==> src/rtl/mc_core.sv <==
// Multicycle MIPS-subset core with req/ready memory handshakes, a trap state
// for illegal or misaligned operations, and a retired-instruction counter.
module mc_core #(
  parameter logic [31:0] RESET_PC = 32'h0000_0000,
  parameter int          RF_DEPTH = 32
) (
  input  logic        clk,
  input  logic        reset,
  output logic        imem_req,
  output logic [31:0] imem_addr,
  input  logic        imem_ready,
  input  logic [31:0] imem_rdata,
  output logic        dmem_req,
  output logic        dmem_we,
  output logic [31:0] dmem_addr,
  output logic [31:0] dmem_wdata,
  input  logic        dmem_ready,
  input  logic [31:0] dmem_rdata,
  output logic        retired,
  output logic [31:0] instret,
  output logic        trap,
  output logic [31:0] pc_out
);
  localparam int         AW    = $clog2(RF_DEPTH);
  localparam logic [5:0] DEPTH = 6'(RF_DEPTH);

  typedef enum logic [2:0] {FETCH, DECODE, EXEC, MEM, WB, TRAP} state_t;
  state_t state, state_nx;

  logic [31:0] pc, ir, a, b, alu_out, mdr;
  logic [31:0] gpr [RF_DEPTH];

  logic [5:0]  op, funct;
  logic [4:0]  rs, rt, rd, shamt;
  logic [31:0] simm, zimm, mem_addr, r_res;
  logic        is_addu, is_subu, is_sll, is_r, is_ori, is_lw, is_sw;
  logic        is_beq, is_bne, is_br, is_j, legal, rf_bad, taken, misaligned;
  logic [AW-1:0] wb_idx;
  logic [31:0]   wb_data;

  assign op    = ir[31:26];
  assign rs    = ir[25:21];
  assign rt    = ir[20:16];
  assign rd    = ir[15:11];
  assign shamt = ir[10:6];
  assign funct = ir[5:0];
  assign simm  = {{16{ir[15]}}, ir[15:0]};
  assign zimm  = {16'h0, ir[15:0]};

  assign is_addu = (op == 6'h00) && (funct == 6'h21);
  assign is_subu = (op == 6'h00) && (funct == 6'h23);
  assign is_sll  = (op == 6'h00) && (funct == 6'h00);
  assign is_r    = is_addu | is_subu | is_sll;
  assign is_ori  = (op == 6'h0D);
  assign is_lw   = (op == 6'h23);
  assign is_sw   = (op == 6'h2B);
  assign is_beq  = (op == 6'h04);
  assign is_bne  = (op == 6'h05);
  assign is_br   = is_beq | is_bne;
  assign is_j    = (op == 6'h02);
  assign legal   = is_r | is_ori | is_lw | is_sw | is_br | is_j;

  // Only the register fields an instruction actually reads or writes are range-checked.
  assign rf_bad = (((is_r & ~is_sll) | is_ori | is_lw | is_sw | is_br) && ({1'b0, rs} >= DEPTH))
               || ((is_r | is_ori | is_lw | is_sw | is_br) && ({1'b0, rt} >= DEPTH))
               || (is_r && ({1'b0, rd} >= DEPTH));

  assign mem_addr   = a + simm;
  assign misaligned = |mem_addr[1:0];
  assign taken      = is_beq ? (a == b) : (a != b);

  always_comb begin
    r_res = b << shamt;
    if (is_addu)      r_res = a + b;
    else if (is_subu) r_res = a - b;
  end

  assign wb_idx  = is_r ? rd[AW-1:0] : rt[AW-1:0];
  assign wb_data = is_lw ? mdr : alu_out;

  always_ff @(posedge clk or negedge reset) begin
    if (!reset) state <= FETCH;
    else        state <= state_nx;
  end

  always_comb begin
    state_nx = state;
    case (state)
      FETCH:  if (imem_ready) state_nx = DECODE;
      DECODE: state_nx = (!legal || rf_bad) ? TRAP : EXEC;
      EXEC: begin
        if (is_r || is_ori)      state_nx = WB;
        else if (is_lw || is_sw) state_nx = misaligned ? TRAP : MEM;
        else                     state_nx = FETCH;
      end
      MEM:    if (dmem_ready) state_nx = is_lw ? WB : FETCH;
      WB:     state_nx = FETCH;
      default: state_nx = TRAP;
    endcase
  end

  // Outputs are gated by reset so nothing is requested while reset is held.
  assign imem_req   = reset && (state == FETCH);
  assign imem_addr  = pc;
  assign dmem_req   = reset && (state == MEM);
  assign dmem_we    = is_sw;
  assign dmem_addr  = alu_out;
  assign dmem_wdata = b;
  assign trap       = reset && (state == TRAP);
  assign pc_out     = pc;
  assign retired    = reset && ((state == WB)
                    || ((state == EXEC) && (is_br || is_j))
                    || ((state == MEM) && dmem_ready && is_sw));

  always_ff @(posedge clk or negedge reset) begin
    if (!reset) begin
      pc      <= RESET_PC;
      ir      <= '0;
      a       <= '0;
      b       <= '0;
      alu_out <= '0;
      mdr     <= '0;
      instret <= '0;
    end else begin
      case (state)
        FETCH: if (imem_ready) begin
          ir <= imem_rdata;
          pc <= pc + 32'd4;
        end
        DECODE: begin
          a       <= gpr[rs[AW-1:0]];
          b       <= gpr[rt[AW-1:0]];
          alu_out <= pc + (simm << 2);
        end
        EXEC: begin
          if (is_r)                 alu_out <= r_res;
          else if (is_ori)          alu_out <= a | zimm;
          else if (is_lw || is_sw)  alu_out <= mem_addr;
          else if (is_br && taken)  pc <= alu_out;
          else if (is_j)            pc <= {pc[31:28], ir[25:0], 2'b00};
        end
        MEM: if (dmem_ready && is_lw) mdr <= dmem_rdata;
        default: ;
      endcase
      if (retired) instret <= instret + 32'd1;
    end
  end

  always_ff @(posedge clk or negedge reset) begin
    if (!reset) begin
      for (int i = 0; i < RF_DEPTH; i++) gpr[i] <= '0;
    end else if ((state == WB) && (wb_idx != '0)) begin
      gpr[wb_idx] <= wb_data;
    end
  end
endmodule

==> config.mk <==
export PLATFORM = sky130hd
export DESIGN_NAME = mc_core
export DESIGN_NICKNAME = d
export VERILOG_FILES = /design/src/rtl/mc_core.sv
export SDC_FILE = /design/constraint.sdc
export NUM_CORES = 2
export LEC_CHECK = 0
export CORE_MARGIN = 2
export CORE_UTILIZATION = 45
export DETAILED_ROUTE_END_ITERATION = 10
export REMOVE_ABC_BUFFERS = 1
export SYNTH_ARGS = -nofsm -noshare
export SYNTH_HDL_FRONTEND = slang
export SYNTH_SLANG_ARGS = --single-unit
==> constraint.sdc <==
create_clock -name clk -period 7.1 [get_ports clk]
set_input_delay 1.775 -clock clk [delete_from_list [all_inputs] [get_ports clk]]
set_output_delay 1.775 -clock clk [all_outputs]
set_load 0.005 [all_outputs]
==> flow_results.org <==
** Outcome
- Run status :: finished, final reports clean

** Yosys
- Mean Syn Cell Area :: between 10 and 15 um2
- Synth warnings :: 0
- Synthesis produced 6664 cells.
- Most instantiated flip-flop cell in the synthesis netlist :: sky130_fd_sc_hd__dfrtp_1
- Of all flip-flops after synthesis, the portion carrying an async set or reset was 1.000.
- After synthesis, the netlist uses 93 different library cells.
- For this run, the register share of the synthesized area comes to 0.4396.
- Number of enable flip-flop cells after synthesis :: 0
- Register bit count reported by yosys :: ~1300
- After synthesis the cells add up to 0.07121 mm2.

** Die
- In this run the standard cell core region covers about 0.16 mm2.
- Boundary Pins :: between 200 and 250
- Width of the chip :: between 400 and 500 um
- Row generation in the floorplan step produced ~150 rows.
- Die Y-Extent :: about 400 um
- For this configuration, the core starts out at a cell density of 0.4543.
- Die Outline Area :: 0.1615 mm2

** Clock tree
- The tree is rooted in a sky130_fd_sc_hd__clkbuf_16.
- After clock tree synthesis, the repair step resized 0 gates.
- Counting the buffers created by CTS gives around 140.
- Clock latency at the later pin of the worst-skew pair :: 800 ps
- Hold buffer count at CTS :: 0
- Clock transition at the registers of the reported paths :: around 60 ps
- In this run the post-CTS setup repair buffer count came out at 0.
- For this design, the sink count on the clock tree is ~1300.
- The H-tree generated during clock tree synthesis spans 4 levels.
- In this run the deepest clock path goes through 3 buffers.
- TritonCTS built the clock tree.

** Global route
- GR Util met1 :: 0.4393
- The via count of the first global-routing pass came to roughly 54000.
- Initial antenna violation count :: 6
- Entering global routing, the biggest net connects 166 pins.
- Global route overflow :: 0
- Global Route met2 Usage :: 0.4705
- For met3 alone, demand over resource in global routing was 0.07007.
- Global-route total usage across every layer :: 0.3143
- met2 is the most crowded layer.
- Global-route wire length before repair :: about 370 mm

** Layout
- The library cell used most frequently in the layout, excluding fill and tap cells, is sky130_fd_sc_hd__dfrtp_1.
- The final layout contains 6757 nets.
- Once layout is complete, the cells apart from fillers number about 8700.
- In the final layout, the share of cells above drive strength 1 is 0.1783.
- Most frequent cells in the layout :: sky130_fd_sc_hd__dfrtp_1 (1240), sky130_fd_sc_hd__nand2_1 (815), sky130_fd_sc_hd__a21oi_1 (653)
- The area growth from synthesis to layout is 12.66%.
- Counting the fill cells in the layout gives 13880.
- For this run, the share of the core covered by cells in the final layout is 0.5118.

** Worst hold path
- WHS Endpoint :: gpr[992]
- Worst Hold Depth :: 0
- Source of the worst hold timing path :: gpr[992]
- In this run the worst hold path is classified as reg -> reg.

** Timing
- Setup WS post-layout :: ~1700 ps
- Transition time at the pin with the least slew margin :: 1202 ps
- Setup-violating endpoint count in the final report :: 0
- Remaining max-slew budget at the tightest pin :: 0.1984
- Number of failing hold endpoints at the final stage :: 0
- Counting I/O delays and the setup requirement, the final critical path takes between 5000 and 6000 ps.
- Highest clock rate :: 185.9 MHz
- Unrepaired setup endpoints after global routing :: false
- The number of slew-limit violations in the final report came to 0.
- Fin Clk Skew :: around 24 ps
- Fraction of the cycle the final worst path needs :: 0.7576

** Place
- Total placed cells including tap cells :: roughly 8500
- The congestion estimate from routability-driven global placement came to 0.9790.
- Timing analysis after detailed placement gives a worst setup slack of between 1500 and 2000 ps.
- DP Wirelength :: between 150 and 200 mm
- Port-buffer cells :: 232

** Detailed routing
- Total wirelength of the detailed-routed design :: 253.4 mm
- The detailed router placed around 55000 vias in this run.
- Routed length per instance :: 29.06 um
- Number of violations reported at the end of detailed-routing iteration 0 :: about 5800
- Initial DRT Pass Iterations :: 6
- Number of vias per cell after detailed routing :: approximately 6.4
- Antenna-violating nets left :: 0
- DRC :: 0

** Setup path
- In this design, the critical path's most frequently occurring cell is sky130_fd_sc_hd__clkdlybuf4s50_1.
- The largest individual stage delay along the critical path comes from the cell sky130_fd_sc_hd__clkdlybuf4s50_1.
- The worst register-to-register path begins at ir[27].
- Broken down by cell family, the worst path's largest delay share belongs to buffers and inverters.
- Worst Path Required :: 5330 ps
- Across all register-to-register paths, the minimum setup slack is approximately 2300 ps.
- The number of buffers and inverters on the critical path is 2.
- The critical path goes through clkdlybuf4s50_1 -> nand2_1 -> nor4b_1 -> o21ai_1 -> a21boi_2 -> clkdlybuf4s50_1.
- Maximum single-stage delay on the critical path :: 560 ps
- The worst setup path is captured at an output pin.
- For the worst setup path, the data arrival time is approximately 3600 ps.
- The critical path in this run is classified as in -> out.
- STA classifies the critical path startpoint as an input pin.
- CP max FO :: 6
- The worst register-to-register path ends at gpr[620].
- Number of cells on the worst reg-to-reg path :: 9

** Power and ir drop
- IR analysis of the VDD net gives a maximum drop of ~320 uV.
- Static Leak :: 33.90 nW
- Power density over the cells :: about 250 mW/mm2

** Job
- The tool flagged a number of max-cap violations equal to 0.
==> state kept, by name (all words and copies together), names as in the netlist <==
register    flops
a              32
dmem_addr      32
dmem_wdata     32
gpr          1024
imem_addr      32
instret        32
ir             32
mdr            32
state           3
==> synthesized netlist by cell type, types with 14 or more instances <==
master | instances | area share
sky130_fd_sc_hd__nor2b_1 | 14 | 0.0012
sky130_fd_sc_hd__nor2_1 | 624 | 0.033
sky130_fd_sc_hd__o211ai_1 | 29 | 0.0031
sky130_fd_sc_hd__nand2b_1 | 23 | 0.0020
sky130_fd_sc_hd__o21ai_0 | 643 | 0.045
sky130_fd_sc_hd__a31oi_1 | 34 | 0.0030
sky130_fd_sc_hd__nand4_1 | 22 | 0.0019
sky130_fd_sc_hd__o21bai_1 | 20 | 0.0021
sky130_fd_sc_hd__inv_1 | 118 | 0.0062
sky130_fd_sc_hd__nand3_1 | 72 | 0.0051
sky130_fd_sc_hd__nor3_1 | 47 | 0.0033
sky130_fd_sc_hd__buf_2 | 72 | 0.0051
sky130_fd_sc_hd__o22ai_1 | 23 | 0.0020
sky130_fd_sc_hd__mux2_2 | 40 | 0.0063
sky130_fd_sc_hd__clkbuf_1 | 473 | 0.025
sky130_fd_sc_hd__xor2_1 | 36 | 0.0044
sky130_fd_sc_hd__o21ai_1 | 140 | 0.0098
sky130_fd_sc_hd__mux4_2 | 646 | 0.20
sky130_fd_sc_hd__dfrtp_1 | 1251 | 0.44
sky130_fd_sc_hd__buf_1 | 75 | 0.0040
sky130_fd_sc_hd__a211oi_1 | 28 | 0.0030
sky130_fd_sc_hd__nand2_1 | 822 | 0.043
sky130_fd_sc_hd__o31ai_1 | 15 | 0.0016
sky130_fd_sc_hd__and3_1 | 27 | 0.0024
sky130_fd_sc_hd__xnor2_1 | 83 | 0.010
sky130_fd_sc_hd__mux2_1 | 26 | 0.0041
sky130_fd_sc_hd__ha_1 | 140 | 0.025
sky130_fd_sc_hd__a221oi_1 | 28 | 0.0034
sky130_fd_sc_hd__a21o_1 | 45 | 0.0047
sky130_fd_sc_hd__a21oi_1 | 653 | 0.046
sky130_fd_sc_hd__mux2i_1 | 141 | 0.020
sky130_fd_sc_hd__buf_4 | 32 | 0.0034
==> worst max-delay path by stage <==
| stage | start | end | slack, ps | cells past startpoint |
|---|---|---|---|---|
| 2_1_floorplan | ir[16] | gpr[384] | -6140 | 3 |
| 3_3_place_gp | dmem_ready | retired | 1710 | 6 |
| 3_5_place_dp | dmem_ready | retired | 1720 | 6 |
| 4_1_cts | dmem_ready | retired | 1720 | 6 |
| 5_1_grt | dmem_ready | retired | 1590 | 6 |
| 6_report | dmem_ready | retired | 1720 | 6 |
==> report_power, final <==
part	internal [mW]	total (mW)	switching, mW	leakage [nW]
clock network	4.65	7.82	3.17	2.42
registers	7.37	7.93	0.558	17.2
logic	1.49	4.14	2.65	14.2
total	13.5	19.9	6.38	33.9
==> cells by family after synthesis <==
group | Yosys count | share of synthesized area
DFF | 1251 | 0.4396
muxes | 854 | 0.2347
and+or+nand+nor | 1738 | 0.1012
adders and majority gates | 144 | 0.02572
xor gates and xnor gates | 119 | 0.01464
buffers and inverters | 773 | 0.04370
AOI/OAI and AO/OA | 1785 | 0.1404
==> per-layer routing <==
layer,wire (um),vias to the layer above
met3,23220,522
met2,113200,2531
met1,104400,28260
met5,14,-
li1,-,24070
met4,12490,2
==> per-stage QoR <==
stage               instance area [um2]  power (mW)  TNS [ps]  hold WS, ps
detailed placement                75280       12.10         0        383.3
finish                            80230       19.89         0        392.0
global placement                  75280       12.10         0        376.4
floorplan                         68560       10.17  -5629920        365.3
CTS                               80210       19.90         0        397.7
global route                      80210       20.56         0        407.9
==> final cells by class <==
cell class | count | area (um2) | share of cell area
Antenna cell | 5 | 12.51 | 0.0001560
Clock buffer | 216 | 4317 | 0.05381
Clock inverter | 39 | 621.8 | 0.007751
Inverter | 121 | 454.2 | 0.005661
Multi-Input combinational cell | 4640 | 37170 | 0.4633
Sequential cell | 1251 | 31340 | 0.3907
Tap cell | 2058 | 2575 | 0.03210
Timing Repair Buffer | 389 | 3731 | 0.04651
(Power assumes the default switching activity.)
